==> config.mk <==
export PLATFORM = sky130hd
export DESIGN_NAME = slv_guard_rst_seq
export DESIGN_NICKNAME = d
export VERILOG_FILES = /design/src/rtl/slv_guard_rst_seq.sv
export SDC_FILE = /design/constraint.sdc
export NUM_CORES = 1
export LEC_CHECK = 0
export BUFFER_PORTS_ARGS = -buffer_cell sky130_fd_sc_hd__buf_2
export CAP_MARGIN = 20
export CORE_MARGIN = 3
export CORE_UTILIZATION = 63
export CTS_CLUSTER_SIZE = 12
export DETAILED_ROUTE_END_ITERATION = 10
export PLACE_DENSITY = 0.81
export SLEW_MARGIN = 0
export SYNTH_ARGS = -nofsm -noshare
export SYNTH_HDL_FRONTEND = slang
export SYNTH_SLANG_ARGS = --single-unit
==> constraint.sdc <==
create_clock -name clk_i -period 3.7 [get_ports clk_i]
set_input_delay 0.37 -clock clk_i [delete_from_list [all_inputs] [get_ports clk_i]]
set_output_delay 0.37 -clock clk_i [all_outputs]
set_load 0.02 [all_outputs]
==> src/rtl/slv_guard_rst_seq.sv <==
// Reset sequencer for the guarded subordinate: isolate, drain (bounded), hold reset, release and ack.
// Tracks outstanding reads/writes from subordinate-side handshake strobes.
module slv_guard_rst_seq #(
  parameter int MaxOutstanding = 8,
  parameter int DrainTimeout   = 256,
  parameter int RstHold        = 16,
  parameter int CntWidth       = 16,
  localparam int OutW          = $clog2(MaxOutstanding + 1)
) (
  input  logic            clk_i,
  input  logic            rst_ni,
  input  logic            rst_req_i,
  // Each *_hs_i is a completed beat: valid & ready (& last for R) sampled on
  // the same rising edge; one strobe counts as exactly one handshake.
  input  logic            aw_hs_i,
  input  logic            b_hs_i,
  input  logic            ar_hs_i,
  input  logic            r_last_hs_i,
  output logic            isolate_o,
  output logic            slv_rst_no,
  output logic            rst_ack_o,
  output logic            busy_o,
  output logic            forced_o,
  output logic            proto_err_o,
  output logic [OutW-1:0] wr_out_o,
  output logic [OutW-1:0] rd_out_o,
  output logic [1:0]      state_o
);

  localparam logic [1:0] S_IDLE    = 2'd0;
  localparam logic [1:0] S_ISOLATE = 2'd1;
  localparam logic [1:0] S_RESET   = 2'd2;
  localparam logic [1:0] S_RELEASE = 2'd3;

  localparam logic [CntWidth-1:0] DrainLast = CntWidth'(DrainTimeout - 1);
  localparam logic [CntWidth-1:0] HoldLast  = CntWidth'(RstHold - 1);
  localparam logic [OutW-1:0]     MaxCnt    = OutW'(MaxOutstanding);

  logic [1:0]          state;
  logic [1:0]          state_n;
  logic [CntWidth-1:0] drain_cnt;
  logic [CntWidth-1:0] hold_cnt;
  logic                drained;
  logic [OutW:0]       wr_step;
  logic [OutW:0]       rd_step;

  // Returns {error, next_count}; simultaneous inc/dec cancel out.
  function automatic logic [OutW:0] cnt_step(input logic [OutW-1:0] cnt,
                                             input logic inc, input logic dec);
    logic [OutW:0] res;
    res = {1'b0, cnt};
    if (inc && !dec) begin
      if (cnt == MaxCnt) res[OutW] = 1'b1;
      else               res = {1'b0, cnt + OutW'(1)};
    end else if (dec && !inc) begin
      if (cnt == '0) res[OutW] = 1'b1;
      else           res = {1'b0, cnt - OutW'(1)};
    end
    return res;
  endfunction

  assign state_o = state;
  assign drained = (wr_out_o == '0) && (rd_out_o == '0);
  assign wr_step = cnt_step(wr_out_o, aw_hs_i, b_hs_i);
  assign rd_step = cnt_step(rd_out_o, ar_hs_i, r_last_hs_i);

  always_comb begin
    state_n = state;
    case (state)
      S_IDLE:    if (rst_req_i) state_n = S_ISOLATE;
      S_ISOLATE: if (drained || drain_cnt == DrainLast) state_n = S_RESET;
      S_RESET:   if (hold_cnt == HoldLast) state_n = S_RELEASE;
      S_RELEASE: state_n = S_IDLE;
      default:   state_n = S_IDLE;
    endcase
  end

  always_ff @(posedge clk_i) begin
    if (!rst_ni) begin
      state       <= S_IDLE;
      drain_cnt   <= '0;
      hold_cnt    <= '0;
      isolate_o   <= 1'b0;
      slv_rst_no  <= 1'b1;
      rst_ack_o   <= 1'b0;
      busy_o      <= 1'b0;
      forced_o    <= 1'b0;
      proto_err_o <= 1'b0;
      wr_out_o    <= '0;
      rd_out_o    <= '0;
    end else begin
      state     <= state_n;
      drain_cnt <= (state == S_ISOLATE) ? drain_cnt + CntWidth'(1) : '0;
      hold_cnt  <= (state == S_RESET) ? hold_cnt + CntWidth'(1) : '0;

      // Outputs are registered from the next state so they line up with it.
      isolate_o  <= (state_n != S_IDLE);
      busy_o     <= (state_n != S_IDLE);
      slv_rst_no <= (state_n != S_RESET);
      rst_ack_o  <= (state_n == S_RELEASE);

      if (state == S_ISOLATE && state_n == S_RESET) forced_o <= !drained;

      // Handshakes on the edge into RESET are dropped along with the counts.
      if (state == S_RESET || state_n == S_RESET) begin
        wr_out_o <= '0;
        rd_out_o <= '0;
      end else begin
        wr_out_o    <= wr_step[OutW-1:0];
        rd_out_o    <= rd_step[OutW-1:0];
        proto_err_o <= proto_err_o | wr_step[OutW] | rd_step[OutW];
      end
    end
  end

endmodule

==> results of run 1 <==
## worst register-to-register path, cell delays in order (launching register included)
cell and delay (ns):
dfxtp_1 0.38, ha_1 0.23, nand3_1 0.22, or4_4 0.61, a21oi_2 0.45, o221a_2 0.29
## cell families after synthesis
| logic type | Yosys count |
|---|---|
| AOI/OAI and AO/OA | 57 |
| buffers and inverters | 24 |
| and+or+nand+nor | 124 |
| DFF | 47 |
| muxes | 1 |
| xor gates and xnor gates | 22 |
| adders and majority gates | 6 |
## where the power goes
group	internal, mW	switching, mW	total (mW)
logic	0.190	0.320	0.511
clock network	0.219	0.166	0.385
registers	0.567	0.0857	0.653
total	0.976	0.572	1.55
## worst paths after layout
kind | slack (ns) | end | startpoint | depth (start not counted)
max | 1.46 | forced_o | drain_cnt[0] | 5
min | 0.35 | slv_rst_no | rst_ni | 2
max reg2reg | 1.46 | forced_o | drain_cnt[0] | 5
min reg2reg | 0.46 | hold_cnt[0] | hold_cnt[0] | 1
## registers in the layout, summed over array words and instances (netlist names)
signal and cells:
drain_cnt 16, hold_cnt 16, rd_out_o 4, wr_out_o 4
state_o 2, busy_o 1, forced_o 1, proto_err_o 1
rst_ack_o 1, slv_rst_no 1
## synth_stat cells (all sizes together), types with 2 or more instances
cell     n
nand2   20
nand4b   2
ha       6
clkbuf  11
and4     2
a211oi   3
or4      8
nand4    9
xor2    10
inv     11
o221a    3
buf      2
nor3    10
xnor2   12
o22ai    3
or3      6
and2     2
nor2    24
o311ai   4
a21oi   17
nor2b    4
nand2b   6
o31ai    5
o21ai    8
o211ai   5
nand3   10
nor3b    2
and3     5
dfxtp   47
nor4     3
nand3b   7
## per-stage QoR
step | hold WS (ns) | utilization | area (µm²)
detailed placement | 0.434 | 0.719 | 2510
global route | 0.349 | 0.752 | 2630
finish | 0.347 | 0.752 | 2630
CTS | 0.340 | 0.752 | 2630
global placement | 0.424 | 0.719 | 2510
floorplan | 0.413 | - | 2400
## per-layer routing
layer  routed length, µm  vias up  GRT usage
met5                   0        -          0
met4                  46        0     0.0734
met3                 188        4     0.0449
met2                2160       51      0.346
met1                2390      959      0.313
li1                    -     1056          -
## area by class of cell
| cell class | instances | area (µm²) |
|---|---|---|
| Multi-Input combinational cell | 210 | 1360 |
| Inverter | 11 | 41.3 |
| Clock buffer | 6 | 82.6 |
| Fill cell | 276 | 866 |
| Timing Repair Buffer | 22 | 110 |
| Tap cell | 46 | 57.6 |
| Clock inverter | 2 | 35.0 |
| Sequential cell | 47 | 941 |
==> run_results.csv, run 1 <==
group,metric,value,unit
status,status,"finished, final reports clean",
sta,setup_viol,0,
synth,synth_top_family_by_area,"simple AND/OR/NAND/NOR gates",
placement,dp_hpwl,3370,µm
routing,drc,0,
synth,ys_async_sr_fraction,0,
critical_path,startpoint_type,"register",
synth,syn_area,0.00240,mm²
critical_path,cp_max_fo,11,
routing,viasPerCell,6.02,
die,die_y,67.8,µm
die,die_x,67.8,µm
layout,final_common_cell,"dfxtp_1",
critical_path,path_class,"register to register",
grt,antenna_found_initial,0,
clock_tree,cts_made_buffers,5,
sta,relSlewSlack,0.593,
critical_path,cp_cell_sequence,"ha_1, nand3_1, or4_4, a21oi_2, o221a_2",
sta,max_slew.worst_pin.slew,0.609,ns
placement,placed_cells,336,
placement,port_buffers,22,
sta,fmax,447,MHz
critical_path,crit_path_top_delay_cell,"or4_4",
layout,area_growth_syn_to_layout,9.37,%
pwr,power.total,1.55,mW
synth,synth-seq-cells,47,
sta,fin_ws,1.46,ns
layout,final_cell_mix,"dfxtp_1 (47), nor2_1 (24), buf_2 (22), nand2_1 (20), a21oi_1 (16)",
grt,grt_start_max_net_pins,17,
synth,synth-xor-area-share,0.0802,
routing,wl_per_cell,13.9,µm
synth,synth_edf_count,0,
critical_path,cp_top_family,"simple AND/OR/NAND/NOR gates",
clock_tree,cts_tree,"yes",
sta,hold_viol,0,
synth,syn_nets,294,
routing,num_vias,2070,
synth,synth_compound_area_frac,0.166,
clock_tree,hold_buffers,0,
die,ios,23,
placement,routabilityCongestion,0.873,
synth,synth_cell_type_count,51,
grt,first_global_vias,1828,
clock_tree,h-tree-depth,2,
routing,routed_wl,4790,µm
sta,rsz0062_at_grt,"false",
layout,layout-drive-gt1-share,0.131,
clock_tree,cts_sinks,47,
clock_tree,clockBufferDepth,2,
pwr,powerDensity,589,mW/mm²
synth,synth_top_area_frac,0.391,
layout,stdcell_count,344,
pwr,max-vdd-ir-drop,0.000491,V
critical_path,cp_data_required_time,3.94,ns
sta,period_share,0.604,
synth,avgSynthCellArea,8.55,µm²
clock_tree,clock_latency,0.29,ns
synth,synthMuxAreaShare,0.00416,
die,dieArea,0.00459,mm²
synth,yosys.area_share.simple,0.285,
grt,grt_use_total,0.225,
clock_tree,cts_setup_buffers,0,
routing,dr.pass1.iters,5,
synth,synth.area.top_cells,"dfxtp_1 (39%), xnor2_1 (4.4%), nor2_1 (3.7%), xor2_1 (3.6%), a21oi_1 (3.3%)",
sta,skew,0.00753,ns
synth,synth_top_area_cell,"dfxtp_1",
routing,drtIter0Drc,192,
clock_tree,cts-root-buf,"clkbuf_8",
job,maxCapViolCount,0,
layout,n_antenna_cell,0,
routing,ant_nets,0,
pwr,leakage,0.952,nW
placement,place_ws,1.48,ns
grt,overflow,0,
critical_path,arrival,2.47,ns
sta,fin_tns_setup,0,ns
sta,fin_crit,2.24,ns
layout,fin_nets,310,
critical_path,path_buf_inv,0,
sta,drv_slew,0,
synth,synthFlopType,"dfxtp_1",
critical_path,crit_path_end_kind,"register",
grt,grt_pass1_wl,8000,µm
die,start_util,0.688,
hold_path,holdCritPathClass,"primary input to register",
synth,synthesis.instances,281,
synth,synthAdderAreaFrac,0.0312,
synth,yosysSeqAreaShare,0.391,
clock_tree,cts.clk_slew.worst_paths,0.09,ns
synth,ys_warn_count,0,
clock_tree,ctsResizeCount,0,
die,fp.coreArea,0.00349,mm²
critical_path,worst_path_largest_cell_delay,0.61,ns
die,fp-row-count,21,
Power figures use the tool's default switching activity.
==> run 2: changes to the inputs <==
--- a/config.mk
+++ b/config.mk
@@ -8,10 +8,10 @@
 export BUFFER_PORTS_ARGS = -buffer_cell sky130_fd_sc_hd__buf_2
 export CAP_MARGIN = 20
 export CORE_MARGIN = 3
-export CORE_UTILIZATION = 63
+export CORE_UTILIZATION = 58
 export CTS_CLUSTER_SIZE = 12
 export DETAILED_ROUTE_END_ITERATION = 10
-export PLACE_DENSITY = 0.81
+export PLACE_DENSITY = 0.75
 export SLEW_MARGIN = 0
 export SYNTH_ARGS = -nofsm -noshare
 export SYNTH_HDL_FRONTEND = slang
==> constraint.sdc (replaced) <==
create_clock -name clk_i -period 2.1 [get_ports clk_i]
set_input_delay 0.21 -clock clk_i [delete_from_list [all_inputs] [get_ports clk_i]]
set_output_delay 0.21 -clock clk_i [all_outputs]
set_load 0.02 [all_outputs]
==> run_results.csv, run 2 (synthesized netlist as in run 1, its figures left out) <==
group,metric,value,unit
critical_path,reg2reg_depth,5,
hold_path,holdCritPathClass,"primary input to register",
clock_tree,cts_made_buffers,5,
die,fp.coreArea,0.00383,mm²
placement,dp_hpwl,3460,µm
layout,fin_nets,313,
pwr,leakage,0.947,nW
pwr,pwr-share-clk,0.204,
clock_tree,cts_setup_buffers,0,
sta,fin_tns_setup,0,ns
die,dieArea,0.00495,mm²
pwr,p_int,1.58,mW
die,fp-row-count,22,
sta,period_share,0.951,
clock_tree,ctsResizeCount,0,
critical_path,startpoint_type,"register",
layout,n_antenna_cell,0,
die,start_util,0.628,
grt,overflow,0,
critical_path,path_class,"register to register",
critical_path,reg2reg_slack,0.10,ns
critical_path,arrival,2.19,ns
status,status,"finished, final reports clean",
pwr,p_seq_frac,0.444,
layout,area_growth_syn_to_layout,9.06,%
critical_path,reg2reg_to,"proto_err_o",
clock_tree,cts-root-buf,"clkbuf_8",
critical_path,cp_cell_sequence,"or4_1, or4_4, a21oi_2, buf_4, o31ai_1",
clock_tree,h-tree-depth,2,
pwr,sw_frac_of_total,0.388,
pwr,max-vdd-ir-drop,0.000553,V
pwr,power.total,2.59,mW
clock_tree,cts_tree,"yes",
sta,relSlewSlack,0.582,
layout,design_area,0.00262,mm²
clock_tree,cts_sinks,47,
sta,fmax,501,MHz
pwr,p_comb_frac,0.353,
routing,viasPerCell,5.97,
grt,grt_pass1_wl,8180,µm
routing,wl_per_cell,13.5,µm
placement,routabilityCongestion,0.763,
routing,dr.pass1.iters,4,
sta,max_slew.worst_pin.slew,0.625,ns
die,die_y,70.4,µm
grt,first_global_vias,1850,
sta,skew,0.00677,ns
sta,setup_viol,0,
clock_tree,hold_buffers,0,
clock_tree,cts.clk_slew.worst_paths,0.08,ns
layout,final_cell_mix,"dfxtp_1 (47), nor2_1 (24), buf_2 (22), nand2_1 (20), a21oi_1 (16)",
critical_path,startpoint,"drain_cnt[13]",
sta,fin_crit,2.00,ns
routing,num_vias,2085,
pwr,p_switching,1.00,mW
routing,drc,0,
sta,rsz0062_at_grt,"false",
layout,final_common_cell,"dfxtp_1",
clock_tree,clockBufferDepth,2,
grt,grt_use_total,0.197,
placement,port_buffers,22,
clock_tree,clock_latency,0.30,ns
sta,drv_slew,0,
critical_path,cp_data_required_time,2.29,ns
critical_path,cp_max_fo,9,
critical_path,crit_path_top_delay_cell,"or4_1",
job,maxCapViolCount,0,
sta,hold_viol,0,
routing,routed_wl,4710,µm
critical_path,reg2reg_from,"drain_cnt[13]",
routing,drtIter0Drc,133,
die,die_x,70.4,µm
grt,antenna_found_initial,0,
pwr,powerDensity,986,mW/mm²
critical_path,crit_path_end_kind,"register",
critical_path,crit_end,"proto_err_o",
grt,grt_start_max_net_pins,17,
sta,hold_ws,0.181,ns
critical_path,worst_path_largest_cell_delay,0.53,ns
layout,layout-drive-gt1-share,0.136,
routing,ant_nets,0,
placement,placed_area,0.00254,mm²
die,ios,23,
layout,top_regs,"drain_cnt: 16 flops, hold_cnt: 16 flops",
-- run 2: cell count changes in the layout (fill, tap and decap cells not counted), sizes merged --
| cell | previous run | this run |
|---|---|---|
| buf | 22 | 25 |
| bufinv | 1 | 0 |
| clkinvlp | 0 | 1 |
-- run 2: layout make-up --
type / count / area [µm²]
tap: 48 / 60.1
inverter: 11 / 41.3
clock inverter: 2 / 12.5
multi-input combinational: 210 / 1360
sequential: 47 / 941
timing repair buffer: 25 / 133
clock buffer: 6 / 72.6
fill: 338 / 1200
-- run 2: critical path, delay by kind of cell, from the launching register on --
family | cells | cell delay, ns
and+or+nand+nor | 2 | 1.05
buffers and inverters | 1 | 0.20
DFF | 1 | 0.36
AOI/OAI and AO/OA | 2 | 0.29
-- run 2: power groups by stage --
stage               Combinational [mW]  Sequential, mW  Clock (mW)
floorplan                        0.624            1.23           0
global placement                 0.897            1.16           0
detailed placement               0.909            1.17           0
CTS                              0.914            1.15       0.539
global route                      1.01            1.17       0.576
finish                           0.912            1.15       0.526
-- run 2: routing by layer --
metal / routed length (µm) / global-route usage / vias up
met5: 0 / 0 / -
met4: 31 / 0.0383 / 0
met2: 2140 / 0.296 / 34
met1: 2370 / 0.282 / 978
li1: - / - / 1069
met3: 173 / 0.0547 / 4
-- run 2: worst min path at each step --
stage	start	to	slack (ns)	depth (start not counted)
5_1_grt	rst_ni	slv_rst_no	0.18	2
3_3_place_gp	hold_cnt[0]	hold_cnt[0]	0.43	1
2_1_floorplan	rst_req_i	state_o[0]	0.41	2
3_5_place_dp	hold_cnt[0]	hold_cnt[0]	0.45	1
4_1_cts	rst_ni	slv_rst_no	0.18	2
6_report	rst_ni	slv_rst_no	0.18	2
-- run 2: metrics by stage --
step           std cells  utilization  setup WS (ns)
6_report             349        0.685          0.103
5_1_grt              349        0.685         0.0216
4_1_cts              349        0.685          0.113
3_5_place_dp         341        0.663          0.122
3_3_place_gp         341        0.663          0.174
2_1_floorplan        281            -          0.223
==> run 3: changes to the inputs <==
--- a/config.mk
+++ b/config.mk
@@ -7,9 +7,10 @@
 export LEC_CHECK = 0
 export BUFFER_PORTS_ARGS = -buffer_cell sky130_fd_sc_hd__buf_2
 export CAP_MARGIN = 20
+export CELL_PAD_IN_SITES_DETAIL_PLACEMENT = 0
+export CELL_PAD_IN_SITES_GLOBAL_PLACEMENT = 1
 export CORE_MARGIN = 3
-export CORE_UTILIZATION = 58
-export CTS_CLUSTER_SIZE = 12
+export CORE_UTILIZATION = 44
 export DETAILED_ROUTE_END_ITERATION = 10
 export PLACE_DENSITY = 0.75
 export SLEW_MARGIN = 0
==> run_results.csv, run 3 (synthesized netlist as in run 1, its figures left out) <==
group,metric,value,unit
critical_path,crit_path_end_kind,"register",
sta,setup_viol,0,
sta,hold_viol,0,
sta,skew,0.00384,ns
critical_path,path_class,"register to register",
sta,relSlewSlack,0.655,
layout,area_growth_syn_to_layout,11.5,%
routing,drc,0,
placement,placed_area,0.00259,mm²
placement,place_ws,0.126,ns
routing,ant_nets,0,
hold_path,whs_path_depth,2,
sta,rsz0062_at_grt,"false",
clock_tree,cts_made_buffers,5,
hold_path,hold_end,"slv_rst_no",
job,maxCapViolCount,0,
die,fp.coreArea,0.00520,mm²
sta,fin_crit,1.98,ns
clock_tree,cts_sinks,47,
hold_path,worstHoldStart,"rst_ni",
grt,grt_use_total,0.165,
pwr,leakage,0.964,nW
critical_path,cp_max_fo,11,
clock_tree,hold_buffers,0,
grt,grt_pass1_wl,8480,µm
placement,port_buffers,22,
sta,fin_tns_setup,0,ns
die,fp-row-count,26,
critical_path,reg2reg_to,"forced_o",
routing,wl_per_cell,13.7,µm
clock_tree,clock_latency,0.29,ns
layout,top_regs,"drain_cnt: 16 flops, hold_cnt: 16 flops",
layout,final_cell_mix,"dfxtp_1 (47), nor2_1 (24), buf_2 (22), nand2_1 (20), a21oi_1 (16)",
die,die_y,79.9,µm
placement,routabilityCongestion,0.760,
sta,drv_slew,0,
layout,fin_nets,315,
pwr,max-vdd-ir-drop,0.000358,V
sta,fmax,506,MHz
clock_tree,cts_tree,"yes",
die,ios,23,
sta,period_share,0.941,
grt,grt_start_max_net_pins,16,
clock_tree,cts.clk_slew.worst_paths,0.08,ns
pwr,powerDensity,988,mW/mm²
layout,final_common_cell,"dfxtp_1",
die,die_x,79.9,µm
clock_tree,h-tree-depth,2,
routing,routed_wl,5090,µm
critical_path,arrival,2.22,ns
routing,drtIter0Drc,62,
clock_tree,cts-root-buf,"clkbuf_8",
grt,first_global_vias,1856,
routing,num_vias,2045,
layout,design_area,0.00268,mm²
sta,max_slew.worst_pin.slew,0.517,ns
routing,dr.pass1.iters,4,
critical_path,reg2reg_depth,5,
layout,utilization,0.515,
die,dieArea,0.00639,mm²
grt,overflow,0,
layout,layout-drive-gt1-share,0.142,
hold_path,holdCritPathClass,"primary input to register",
critical_path,reg2reg_slack,0.12,ns
sta,fin_ws,0.125,ns
clock_tree,cts_setup_buffers,0,
critical_path,reg2reg_from,"drain_cnt[13]",
clock_tree,clockBufferDepth,2,
grt,antenna_found_initial,0,
critical_path,cp_data_required_time,2.34,ns
clock_tree,ctsResizeCount,0,
status,status,"finished, final reports clean",
placement,dp_hpwl,3710,µm
die,start_util,0.462,
layout,n_antenna_cell,0,
critical_path,startpoint_type,"register",
routing,viasPerCell,5.50,
run 3: cell count changes in the layout (fill, tap and decap cells not counted), sizes merged:
cell      change
buf           +2
clkinvlp      -1
run 3: worst max path at each step:
stage,slack (ns),start,endpoint
3_5_place_dp,0.13,drain_cnt[13],forced_o
5_1_grt,0.06,drain_cnt[13],forced_o
2_1_floorplan,0.22,drain_cnt[8],slv_rst_no
3_3_place_gp,0.16,drain_cnt[13],forced_o
6_report,0.12,drain_cnt[13],forced_o
4_1_cts,0.11,drain_cnt[13],forced_o
run 3: cell type report:
| type | instances | area, µm² |
|---|---|---|
| well taps | 70 | 87.6 |
| inverters | 11 | 41.3 |
| fillers | 557 | 2530 |
| clock buffers | 6 | 82.6 |
| flip-flops and latches | 47 | 941 |
| clock inverters | 1 | 5.00 |
| multi-input cells | 210 | 1360 |
| repair buffers | 27 | 160 |
run 3: per-stage QoR:
stage | power (mW) | std cells | hold WS [ns]
2_1_floorplan | 1.85 | 281 | 0.406
3_3_place_gp | 2.14 | 365 | 0.428
3_5_place_dp | 2.15 | 365 | 0.440
4_1_cts | 2.69 | 372 | 0.181
5_1_grt | 2.84 | 372 | 0.201
6_report | 2.65 | 372 | 0.195
run 3: layer usage:
layer,part of all wire,GRT usage,up-vias
met5,0,0,-
met1,0.51,0.217,939
met4,0.012,0.0456,0
met3,0.033,0.0339,6
li1,-,-,1070
met2,0.45,0.272,30
run 3: worst max-delay path: stages (launching register included):
cell and delay (ns):
dfxtp_1 0.35, or4_1 0.53, or4_4 0.52, a21oi_2 0.21
buf_12 0.15, o221a_2 0.17
run 3: power by group:
| group | switching, mW | internal [mW] |
|---|---|---|
| combinational | 0.576 | 0.387 |
| clock | 0.277 | 0.258 |
| sequential | 0.149 | 1.00 |
| total | 1.00 | 1.65 |
